$ cat src/rtl/fp_div_lane_arbiter.sv
// rtl/fp_div_lane_arbiter.sv - four-lane round-robin front end for one shared fixed-latency FP divider
// Optional per-lane issue and stall counters: define FP_DIV_ARB_STATS_EN.
module fp_div_lane_arbiter #(
   parameter int BW    = 32,
   parameter int BWB   = BW/8,
   parameter int LAT   = 28,
   parameter int DEPTH = 4
) (
   input  logic               clk_line,
   input  logic               clk_line_rst_high,
   input  logic [3:0]         stream_in_TVALID,
   input  logic [4*BW-1:0]    stream_in_TDATA,
   input  logic [4*BWB-1:0]   stream_in_TKEEP,
   input  logic [3:0]         stream_in_TLAST,
   output logic [3:0]         stream_in_TREADY,
   input  logic [3:0]         stream_out_TREADY,
   output logic [3:0]         stream_out_TVALID,
   output logic [4*BW-1:0]    stream_out_TDATA,
   output logic [4*BWB-1:0]   stream_out_TKEEP,
   output logic [3:0]         stream_out_TLAST,
   output logic               div_in_valid,
   output logic [BW-1:0]      div_in_a,
   output logic [BW-1:0]      div_in_b,
   input  logic               div_res_valid,
   input  logic [BW-1:0]      div_res_data,
   output logic               err,
   output logic [4*32-1:0]    stat_issued,
   output logic [31:0]        stat_stall
);

   localparam logic [1:0] ST_EMPTY  = 2'd0;
   localparam logic [1:0] ST_HAVE_A = 2'd1;
   localparam logic [1:0] ST_PAIR   = 2'd2;

   localparam int CW = $clog2(DEPTH + 1);
   localparam int PW = $clog2(DEPTH);
   localparam int DW = $clog2(LAT + 1);

   localparam logic [CW-1:0] CR_FULL = CW'(DEPTH);
   localparam logic [CW-1:0] CR_ONE  = CW'(1);
   localparam logic [PW:0]   PTR_ONE = (PW+1)'(1);
   localparam logic [DW-1:0] DR_INIT = DW'(LAT);
   localparam logic [DW-1:0] DR_ONE  = DW'(1);

   logic [1:0]       state_q [4], state_d [4];
   logic [BW-1:0]    a_q [4], a_d [4];
   logic [BW-1:0]    b_q [4], b_d [4];
   logic [3:0]       last_q, last_d;
   logic [CW-1:0]    credit_q [4], credit_d [4];
   logic [1:0]       rr_q, rr_d;
   logic [3:0]       tag_q [LAT], tag_d [LAT];
   logic [BW-1:0]    mem_q [4][DEPTH], mem_d [4][DEPTH];
   logic [DEPTH-1:0] fl_q [4], fl_d [4];
   logic [PW:0]      wr_q [4], wr_d [4];
   logic [PW:0]      rd_q [4], rd_d [4];
   logic [DW-1:0]    drain_q, drain_d;
   logic             err_q, err_d;

   logic [3:0]       in_beat, elig, grant_oh, push, pop;
   logic             grant_valid;
   logic [1:0]       grant_lane;
   logic             a_last_err;
   logic [3:0]       tag_out;
   logic             res_ok, tag_mismatch;
   logic             unused_tkeep;

   assign unused_tkeep = ^stream_in_TKEEP;

   always_comb begin
      for (int i = 0; i < 4; i++) begin
         stream_in_TREADY[i] = (state_q[i] != ST_PAIR);
         elig[i]             = (state_q[i] == ST_PAIR) && (credit_q[i] != '0);
      end
   end

   assign in_beat = stream_in_TVALID & stream_in_TREADY;

   // Search starts at rr_q and wraps; first eligible lane wins.
   always_comb begin
      logic [1:0] idx;
      idx         = 2'd0;
      grant_valid = 1'b0;
      grant_lane  = 2'd0;
      for (int k = 0; k < 4; k++) begin
         idx = rr_q + 2'(k);
         if (!grant_valid && elig[idx]) begin
            grant_valid = 1'b1;
            grant_lane  = idx;
         end
      end
      grant_oh = '0;
      if (grant_valid) grant_oh[grant_lane] = 1'b1;
      rr_d = grant_valid ? grant_lane + 2'd1 : rr_q;
   end

   assign div_in_valid = grant_valid;
   assign div_in_a     = grant_valid ? a_q[grant_lane] : '0;
   assign div_in_b     = grant_valid ? b_q[grant_lane] : '0;

   always_comb begin
      a_last_err = 1'b0;
      last_d     = last_q;
      for (int i = 0; i < 4; i++) begin
         state_d[i] = state_q[i];
         a_d[i]     = a_q[i];
         b_d[i]     = b_q[i];
         case (state_q[i])
            ST_EMPTY: if (in_beat[i]) begin
               a_d[i]     = stream_in_TDATA[i*BW +: BW];
               state_d[i] = ST_HAVE_A;
               if (stream_in_TLAST[i]) a_last_err = 1'b1;
            end
            ST_HAVE_A: if (in_beat[i]) begin
               b_d[i]     = stream_in_TDATA[i*BW +: BW];
               last_d[i]  = stream_in_TLAST[i];
               state_d[i] = ST_PAIR;
            end
            ST_PAIR: if (grant_oh[i]) state_d[i] = ST_EMPTY;
            default: state_d[i] = ST_EMPTY;
         endcase
      end
   end

   // Tag word: {valid, lane[1:0], last}, aligned with the divider pipeline.
   always_comb begin
      for (int k = 0; k < LAT; k++) tag_d[k] = '0;
      tag_d[0] = grant_valid ? {1'b1, grant_lane, last_q[grant_lane]} : 4'd0;
      for (int k = 1; k < LAT; k++) tag_d[k] = tag_q[k-1];
   end

   assign tag_out      = tag_q[LAT-1];
   assign res_ok       = div_res_valid && tag_out[3];
   assign tag_mismatch = div_res_valid != tag_out[3];

   always_comb begin
      drain_d = (drain_q != '0) ? drain_q - DR_ONE : drain_q;
      err_d   = err_q | a_last_err | (tag_mismatch && (drain_q == '0));
   end

   always_comb begin
      stream_out_TVALID = '0;
      stream_out_TDATA  = '0;
      stream_out_TKEEP  = '0;
      stream_out_TLAST  = '0;
      for (int i = 0; i < 4; i++) begin
         stream_out_TVALID[i] = (wr_q[i] != rd_q[i]);
         if (stream_out_TVALID[i]) begin
            stream_out_TDATA[i*BW +: BW]   = mem_q[i][rd_q[i][PW-1:0]];
            stream_out_TKEEP[i*BWB +: BWB] = '1;
            stream_out_TLAST[i]            = fl_q[i][rd_q[i][PW-1:0]];
         end
      end
   end

   assign pop = stream_out_TVALID & stream_out_TREADY;

   // Credits reserve a FIFO slot at grant time, so a push never finds the FIFO full.
   always_comb begin
      mem_d = mem_q;
      for (int i = 0; i < 4; i++) begin
         push[i]     = res_ok && (tag_out[2:1] == 2'(i));
         fl_d[i]     = fl_q[i];
         wr_d[i]     = wr_q[i];
         rd_d[i]     = rd_q[i];
         credit_d[i] = credit_q[i];
         if (push[i]) begin
            mem_d[i][wr_q[i][PW-1:0]] = div_res_data;
            fl_d[i][wr_q[i][PW-1:0]]  = tag_out[0];
            wr_d[i]                   = wr_q[i] + PTR_ONE;
         end
         if (pop[i]) rd_d[i] = rd_q[i] + PTR_ONE;
         if (grant_oh[i] && !pop[i])      credit_d[i] = credit_q[i] - CR_ONE;
         else if (!grant_oh[i] && pop[i]) credit_d[i] = credit_q[i] + CR_ONE;
      end
   end

   always_ff @(posedge clk_line) begin
      mem_q <= mem_d;
   end

   always_ff @(posedge clk_line) begin
      if (clk_line_rst_high) begin
         for (int i = 0; i < 4; i++) begin
            state_q[i]  <= ST_EMPTY;
            a_q[i]      <= '0;
            b_q[i]      <= '0;
            credit_q[i] <= CR_FULL;
            fl_q[i]     <= '0;
            wr_q[i]     <= '0;
            rd_q[i]     <= '0;
         end
         for (int k = 0; k < LAT; k++) tag_q[k] <= '0;
         last_q  <= '0;
         rr_q    <= '0;
         drain_q <= DR_INIT;
         err_q   <= 1'b0;
      end else begin
         for (int i = 0; i < 4; i++) begin
            state_q[i]  <= state_d[i];
            a_q[i]      <= a_d[i];
            b_q[i]      <= b_d[i];
            credit_q[i] <= credit_d[i];
            fl_q[i]     <= fl_d[i];
            wr_q[i]     <= wr_d[i];
            rd_q[i]     <= rd_d[i];
         end
         for (int k = 0; k < LAT; k++) tag_q[k] <= tag_d[k];
         last_q  <= last_d;
         rr_q    <= rr_d;
         drain_q <= drain_d;
         err_q   <= err_d;
      end
   end

   assign err = err_q;

`ifdef FP_DIV_ARB_STATS_EN
   logic [31:0] issued_q [4], issued_d [4];
   logic [31:0] stall_q, stall_d;

   always_comb begin
      for (int i = 0; i < 4; i++)
         issued_d[i] = grant_oh[i] ? issued_q[i] + 32'd1 : issued_q[i];
      stall_d = (!grant_valid && (stream_in_TREADY != 4'hF)) ? stall_q + 32'd1 : stall_q;
   end

   always_ff @(posedge clk_line) begin
      if (clk_line_rst_high) begin
         for (int i = 0; i < 4; i++) issued_q[i] <= '0;
         stall_q <= '0;
      end else begin
         for (int i = 0; i < 4; i++) issued_q[i] <= issued_d[i];
         stall_q <= stall_d;
      end
   end

   assign stat_issued = {issued_q[3], issued_q[2], issued_q[1], issued_q[0]};
   assign stat_stall  = stall_q;
`else
   assign stat_issued = '0;
   assign stat_stall  = '0;
`endif

endmodule
$ cat config.mk
export PLATFORM = sky130hd
export DESIGN_NAME = fp_div_lane_arbiter
export DESIGN_NICKNAME = d
export VERILOG_FILES = /design/src/rtl/fp_div_lane_arbiter.sv
export SDC_FILE = /design/constraint.sdc
export NUM_CORES = 1
export LEC_CHECK = 0
export ABC_AREA = 1
export CAP_MARGIN = 20
export CORE_ASPECT_RATIO = 2
export CORE_MARGIN = 5
export CORE_UTILIZATION = 35
export DETAILED_ROUTE_END_ITERATION = 10
export GPL_ROUTABILITY_DRIVEN = 0
export SLEW_MARGIN = 20
export SYNTH_ARGS = -nofsm -noshare
export SYNTH_HDL_FRONTEND = slang
export SYNTH_SLANG_ARGS = --single-unit
$ cat constraint.sdc
create_clock -name clk_line -period 3.8 [get_ports clk_line]
set_clock_uncertainty 0.05 [all_clocks]
set_input_delay 0.76 -clock clk_line [delete_from_list [all_inputs] [get_ports clk_line]]
set_output_delay 0.76 -clock clk_line [all_outputs]
set_load 0.005 [all_outputs]
==> summary.txt, run 1 <==
Worst setup path
  • R2r startpoint: state_q[3][1]$_SDFFE_PP0P_
  • Max FO, Critical Path: 4
  • Type of the setup path with the least slack: register to primary output
  • Data arrival time at the worst-slack endpoint: 3160 ps
  • Required time reported for the critical path endpoint: 2990 ps
  • Kind of start point of the critical path: register
  • Type of element capturing the critical path: primary output
  • Register-to-Register Path Depth: 21
  • FF-to-FF setup slack: 570 ps
  • Critical register-to-register path endpoint: credit_q[3][2]$_SDFFE_PP1P_

Cells and area
  • Synth-to-layout area growth: 26.7%
  • Number of filler cells placed in the layout: 10700
  • Fraction of layout instances using a drive strength above 1: 13.7%
  • Layout Utilization: 44.5%
  • Final-stage net count: 4643

Global route
  • Global-route met1 utilization: 27.3%
  • Number of global-route vias before repair: 27100
  • GR Util All Layers: 18.4%
  • Number of antenna violations at the first check in global routing: 6
  • Met3 Resource Use GR: 3.59%
  • Largest net degree at the start of global routing: 106
  • Wire length of the first global-routing pass: 171 mm
  • Total gr overflow: 0
  • Met2 routing resource usage after global routing: 27.9%
  • Global route hottest layer: met2

Clocking
  • CTS Hold Bufs: 0
  • Max H-tree Level: 3
  • Clock buffer count from CTS: 89
  • Clock slew at the register clock pins of the worst setup and hold paths: 60 ps
  • CTS tree: yes
  • Cell at the root of the clock tree: clkbuf_16
  • Clock latency on the worst-skew pair: 680 ps
  • Clk sinks: 952
  • Longest Clk Path Bufs: 3

Power and ir drop
  • Tot Pwr: 29.5 mW
  • Static Leak: 19.7 nW
  • Worst IR Drop VDD: 0.000467 V
  • Cell area power density: 580 mW/mm^2

Timing
  • Time the final worst path needs with I/O delays and setup: 3970 ps
  • Hold Violations, Final: 0
  • Max Slew Vio Count: 0
  • Finish-stage setup viols: 27
  • Max Fclk: 0.252 GHz
  • Unrepaired setup endpoints after global routing: true
  • Slew at the pin closest to its max-slew limit: 1080 ps
  • Worst relative slew slack: 27.6%
  • Post-layout worst setup margin: -168 ps
  • Worst Hold Slack: 339 ps
  • Final Cycle Share: 104%

Outcome
  • Result of the run: complete, but fails checks
  • Violations in the final reports: setup timing

Place
  • Number of port buffers: 396
  • DP HPWL: 71.5 mm

Logic synthesis
  • Share of flip-flops with an asynchronous set or reset after synthesis: 0%
  • Proportion of synthesized chip area in sequential cells: 66.6%
  • Total of flip-flops plus latches after synthesis: 952
  • Mapped cell area: 0.0402 sq mm
  • Post-synth EDFFs: 768
  • Yosys warns: 0
  • Unique cell type count in the Yosys netlist: 32
  • Mean Syn Cell Area: 10.1 sq um
  • Most frequently used flop master after synthesis: edfxtp_1
  • Gate Count Post-Synth: 3966

Floorplan
  • Effective utilization at floorplan: 35.1%
  • Core ar.: 0.115 sq mm
  • Floorplan die area: 0.122 sq mm
  • Io pins: 573
  • Width of the die: 250 um
  • Die H: 489 um
  • Row count: 176

Drt
  • Detailed-route wire length: 122 mm
  • Detailed-route wire length per cell: 20.2 um
  • Number of design rule violations left after detail routing: 0
  • Iteration count of the initial detailed-routing pass: 5
  • Residual antenna-violating net count after detailed routing: 0
  • Vias: 29000
  • DRC marker count from the first detailed-route iteration: 2593
  • Average vias per placed instance: 4.82

Hold path
  • Hold path start: tag_q[1][4]$_SDFF_PP0_
  • Worst Hold Depth: 2
  • Class of the tightest hold or removal check: register to register
  • Hold path endpoint: tag_q[1][8]$_SDFF_PP0_

Run
  • Reported max-cap violation count: 0
## worst max-delay path: stages, from the launching register on
cell	delay [ps]
dfxtp_2	330
inv_1	70
nor2_4	140
nand3_2	120
buf_4	150
nand3_1	60
nand2_1	90
nand2_4	100
nand2_4	70
nand2_8	100
buf_12	120
buf_12	100
buf_16	110
nand3_1	60
nand3_1	120
nand2_1	70
nor2_2	140
clkdlybuf4s50_1	520
## how the worst max path moves through the flow
| stage | endpoint | from | cells past startpoint | slack [ps] |
|---|---|---|---|---|
| 4_1_cts | div_in_b[15] | rr_q[0]$_SDFFE_PP0P_ | 14 | -220 |
| 5_1_grt | div_in_b[10] | state_q[0][1]$_SDFFE_PP0P_ | 14 | -310 |
| 3_5_place_dp | div_in_b[12] | rr_q[0]$_SDFFE_PP0P_ | 12 | -10 |
| 6_report | div_in_a[14] | state_q[1][1]$_SDFFE_PP0P_ | 17 | -170 |
| 2_1_floorplan | a_q[3][0]$_SDFFCE_PN0P_ | stream_in_TVALID[3] | 2 | 60 |
| 3_3_place_gp | div_in_b[2] | rr_q[0]$_SDFFE_PP0P_ | 13 | 9 |
## repair_timing
item,CTS,global route
gates cloned,14,14
pin swaps,42,101
setup endpoints to repair,134,92
setup buffers,25,51
gates resized for setup,241,310
## layout make-up
class,instances,area (sq um),share of cell area [%]
Sequential cell,952,26800,52.6
Multi-Input combinational cell,2384,11200,22.0
Timing Repair Buffer,592,6270,12.3
Clock buffer,115,2470,4.85
Tap cell,1513,1890,3.72
Inverter,403,1530,3.00
Clock inverter,51,718,1.41
Antenna cell,16,40.0,0.0787
## logic make-up (layout without fill, tap and decap cells)
kind of cell	count (synthesis)	count (layout)	synth area share (%)
XOR/XNOR	19	19	0.433
buffers and inverters	789	1161	9.24
other	1	176	0.00933
flip-flops	952	952	66.6
adder cells (fa/ha/maj)	30	30	1.01
AND/OR/NAND/NOR	1666	1666	16.4
AO/OA/AOI/OAI	509	509	6.38
## metrics by stage
step                      setup WS (ps)  TNS (ps)  instances  cell area [sq um]
after global routing               -313     -9320       6011              50900
final                              -168     -1980       6026              50900
after detailed placement          -11.2     -38.4       5745              45500
after global placement             9.02         0       5745              45500
after CTS                          -222     -2670       5949              49600
after floorplan                    61.4         0       4125              40800
## state kept, by name, summed over array words and instances, names as in the netlist
register,count
last_q,4
tag_q,112
rd_q,12
credit_q,12
b_q,128
a_q,128
rr_q,2
mem_q,512
drain_q,5
err,1
wr_q,12
fl_q,16
state_q,8
## Yosys cell counts, types with 21 or more instances
master    number  area (sq um)
buf_1         21          78.8
a21oi_1      187           936
inv_1        397          1490
nand3_1      236          1180
o21ai_0      314          1570
edfxtp_1     768         23100
ha_1          26           325
buf_2         40           200
dfxtp_1      184          3680
buf_4        183          1370
nor2_1      1116          4190
nand2_1      300          1130
clkbuf_1     140           526
## metal layers
layer / wire, um / part of all wire [%]
met1: 54600 / 45
met2: 54100 / 45
met3: 10400 / 8.6
met5: 13 / 0.011
met4: 2430 / 2.0
## power breakdown
part / total [mW] / switching [mW] / internal [mW]
clock: 9.67 / 4.01 / 5.66
combinational: 8.10 / 4.74 / 3.37
sequential: 11.8 / 0.142 / 11.6
total: 29.5 / 8.89 / 20.6
## placed cells by master (no fill, tap or decap), types with 54 or more instances in the layout
cell,netlist,routed
conb_1,1,160
o21ai_0,314,314
dfxtp_1,184,170
clkdlybuf4s50_1,0,336
nand3_1,236,212
buf_4,183,102
nor2_2,1,54
nand2_2,4,55
inv_1,397,392
edfxtp_1,768,768
clkbuf_16,0,104
nand2_1,300,225
nor2_1,1116,1034
a21oi_1,187,177
(Power assumes the default switching activity.)
==> run 2: changes to the inputs <==
CORE_MARGIN = 2   (was 5)
==> run 2 against run 1 <==
The run still ends with setup timing left. Via count decreased by 0.85%. Clock power is 12% lower. Largest cell class unchanged. Critical endpoint is now div_in_b[11]. Wire length grew 3.9%. Sequential share of layout area rose by 0.93 points. Non-clock buffer count is 16 lower. Highest routed layer unchanged. Flip-flop and latch count stayed put. Critical path depth is 5 lower. Register-to-register slack lost 90 ps. Cell count is 0.73% lower. Worst hold slack improved by 2.1 ps.
==> summary.txt, run 2 (same netlist as run 1, synthesis figures left out) <==
Power and ir drop
  • Static Leak: 19.4 nW (was 19.7 nW)
  • Cell area power density: 568 mW/mm^2 (was 580 mW/mm^2)
  • Tot Pwr: 28.4 mW (was 29.5 mW)
  • Worst IR Drop VDD: 0.000574 V (was 0.000467 V)

Worst setup path
  • Type of the setup path with the least slack: register to primary output (unchanged)
  • FF-to-FF setup slack: 480 ps (was 570 ps)
  • CP Capture Point: div_in_b[11] (was div_in_a[14])
  • Critical path depth in cells: 12 (was 17)
  • Largest delay contributor family on the critical path: buffers and inverters (unchanged)
  • Type of element capturing the critical path: primary output (unchanged)
  • Series of cell instances along the critical path: xnor2_4, buf_6, nand3_4, nand2_4, nand3_1, nand3_2, buf_4, nand3_1, nand3_1, nand2_1, nor2_1, clkdlybuf4s50_1 (was inv_1, nor2_4, nand3_2, buf_4, nand3_1, nand2_1, nand2_4, nand2_4, nand2_8, buf_12, buf_12, buf_16, nand3_1, nand3_1, nand2_1, nor2_2, clkdlybuf4s50_1)
  • Required time reported for the critical path endpoint: 2990 ps (about the same)
  • Data arrival time at the worst-slack endpoint: 3130 ps (was 3160 ps)
  • Critical register-to-register path endpoint: credit_q[1][2]$_SDFFE_PP1P_ (was credit_q[3][2]$_SDFFE_PP1P_)
  • Total buffers and inverters traversed by the critical path: 3 (was 6)
  • R2r startpoint: rr_q[0]$_SDFFE_PP0P_ (was state_q[3][1]$_SDFFE_PP0P_)
  • Max stage delay on crit path: 510 ps (was 520 ps)
  • Register-to-Register Path Depth: 19 (was 21)
  • Critical-path cell with the highest stage delay: clkdlybuf4s50_1 (unchanged)
  • Max FO, Critical Path: 24 (was 4)
  • Kind of start point of the critical path: register (unchanged)
  • Most frequent CP cell: nand3_1 (unchanged)
  • Setup crit start: rr_q[0]$_SDFFE_PP0P_ (was state_q[1][1]$_SDFFE_PP0P_)

Drt
  • Average vias per placed instance: 4.81 (was 4.82)
  • Residual antenna-violating net count after detailed routing: 0 (unchanged)
  • Detailed-route wire length per cell: 21.1 um (was 20.2 um)
  • DRC marker count from the first detailed-route iteration: 2045 (was 2593)
  • Iteration count of the initial detailed-routing pass: 7 (was 5)
  • Number of design rule violations left after detail routing: 0 (unchanged)
  • Vias: 28800 (was 29000)
  • Detailed-route wire length: 126 mm (was 122 mm)

Place
  • Worst slack at placement: 138 ps (was -11.2 ps)
  • Number of port buffers: 396 (unchanged)
  • DP HPWL: 80.4 mm (was 71.5 mm)

Cells and area
  • Synth-to-layout area growth: 24.5% (was 26.7%)
  • Final-stage net count: 4625 (was 4643)
  • Area used by sequential logic in the layout: 0.0268 sq mm (about the same)
  • Leading cell type in the layout, fill and taps excluded: nor2_1 (unchanged)
  • Largest registers: mem_q x512, a_q x128, b_q x128 (unchanged)
  • Number of filler cells placed in the layout: 10700 (about the same)
  • Area used by multi-input combinational logic: 0.0110 sq mm (was 0.0112 sq mm)
  • Register ranked first by flip-flop count: mem_q (unchanged)
  • Fraction of layout instances using a drive strength above 1: 11.6% (was 13.7%)
  • Max reg flops: 512 (unchanged)
  • Commonest cells after routing, fill and taps aside: nor2_1, edfxtp_1, inv_1, clkdlybuf4s50_1, o21ai_0 (unchanged)
  • Layout Utilization: 43.9% (was 44.5%)

Global route
  • Global route hottest layer: met2 (unchanged)
  • Largest net degree at the start of global routing: 102 (was 106)
  • GR Util All Layers: 20.9% (was 18.4%)
  • Met3 Resource Use GR: 4.13% (was 3.59%)
  • Met2 routing resource usage after global routing: 38.2% (was 27.9%)
  • Wire length of the first global-routing pass: 182 mm (was 171 mm)
  • Number of global-route vias before repair: 28000 (was 27100)
  • Total gr overflow: 0 (unchanged)
  • Global-route met1 utilization: 21.5% (was 27.3%)
  • Number of antenna violations at the first check in global routing: 16 (was 6)

Timing
  • Unrepaired setup endpoints after global routing: true (unchanged)
  • Hold Violations, Final: 0 (unchanged)
  • Post-layout worst setup margin: -141 ps (was -168 ps)
  • Time the final worst path needs with I/O delays and setup: 3940 ps (was 3970 ps)
  • Max Slew Vio Count: 0 (unchanged)
  • Worst relative slew slack: 29.0% (was 27.6%)
  • Slew at the pin closest to its max-slew limit: 1060 ps (was 1080 ps)
  • Final Cycle Share: 104% (about the same)
  • Finish-stage setup viols: 16 (was 27)
  • Max Fclk: 0.254 GHz (was 0.252 GHz)
  • Setup TNS after final layout: -926 ps (was -1980 ps)
  • Worst Hold Slack: 341 ps (was 339 ps)

Floorplan
  • Io pins: 573 (unchanged)
  • Row count: 175 (was 176)
  • Floorplan die area: 0.118 sq mm (was 0.122 sq mm)
  • Core ar.: 0.114 sq mm (was 0.115 sq mm)
  • Die H: 483 um (was 489 um)
  • Effective utilization at floorplan: 35.3% (was 35.1%)
  • Width of the die: 244 um (was 250 um)

Clocking
  • Longest Clk Path Bufs: 3 (unchanged)
  • Max H-tree Level: 3 (unchanged)
  • Clock latency on the worst-skew pair: 690 ps (was 680 ps)
  • Clock slew at the register clock pins of the worst setup and hold paths: 70 ps (was 60 ps)
  • Clock buffer count from CTS: 86 (was 89)
  • CTS tree: yes (unchanged)
  • Clk sinks: 952 (unchanged)
  • Cell at the root of the clock tree: clkbuf_16 (unchanged)
  • CTS Hold Bufs: 0 (unchanged)

Outcome
  • Violations in the final reports: setup timing (unchanged)
  • Result of the run: complete, but fails checks (unchanged)

Hold path
  • Class of the tightest hold or removal check: register to register (unchanged)
  • Hold path start: tag_q[1][23]$_SDFF_PP0_ (was tag_q[1][4]$_SDFF_PP0_)

Run
  • Reported max-cap violation count: 0 (unchanged)
[run 2: changes by cell type in the layout (fill, tap and decap cells not counted), moves of 13 or more]
cell / delta
nand2_4: -14
nand2_1: +30
nand2_2: -15
clkbuf_16: -13
buf_2: -19
nor2_1: +14
[run 2: layer usage]
layer	share of wire, %	vias to the layer above
li1	-	13500
met1	34	13800
met2	52	1191
met3	7.6	294
met4	6.8	10
met5	0.051	-
[run 2: metrics by stage]
stage	instances	cell area (sq um)
2_1_floorplan	4125	40800
3_3_place_gp	5739	45600
3_5_place_dp	5739	45600
4_1_cts	5952	49700
5_1_grt	5979	50000
6_report	5982	50000
[run 2: worst reg2reg max path, stage by stage, from the launching register on]
cell and delay (ps):
dfxtp_4 400, xnor2_4 220, buf_6 150, nand3_4 80, nand2_4 110, nand2_2 90
nand2_4 130, buf_6 150, clkbuf_16 220, nand2_1 160, nor2_1 280, ha_1 210
inv_1 70, fa_1 400, nand2_1 80, nand2_1 40, nor2_1 110, inv_1 60
a21oi_1 100, o21ai_0 90
[run 2: worst min-delay path by stage]
stage / endpoint / slack (ps) / depth (start not counted)
global placement: tag_q[1][20]$_SDFF_PP0_ / 340 / 2
finish: tag_q[1][27]$_SDFF_PP0_ / 340 / 2
global route: tag_q[1][0]$_SDFF_PP0_ / 370 / 2
floorplan: tag_q[0][10]$_SDFF_PP0_ / 340 / 2
CTS: tag_q[1][35]$_SDFF_PP0_ / 350 / 2
detailed placement: tag_q[0][16]$_SDFF_PP0_ / 340 / 2
[run 2: cell type report]
cell class / count / share of cell area (%)
inverter: 403 / 3.05
clock buffer: 103 / 4.52
timing repair buffer: 576 / 12.2
tap: 1504 / 3.76
antenna: 5 / 0.0250
multi-input combinational: 2384 / 21.9
timing repair inverter: 1 / 0.0150
clock inverter: 54 / 0.961
sequential: 952 / 53.5
[run 2: power breakdown]
| group | internal (mW) | switching (mW) |
|---|---|---|
| clock | 4.52 | 3.98 |
| sequential | 11.6 | 0.139 |
| combinational | 3.28 | 4.86 |
| total | 19.4 | 8.98 |
[run 2: repair_timing]
action                     4_1_cts  5_1_grt
pin swaps                       46       40
gates resized for setup        283      151
hold endpoints to repair         0        0
setup endpoints to repair       88       78
buffers inserted                36       26
gates cloned                    21        3
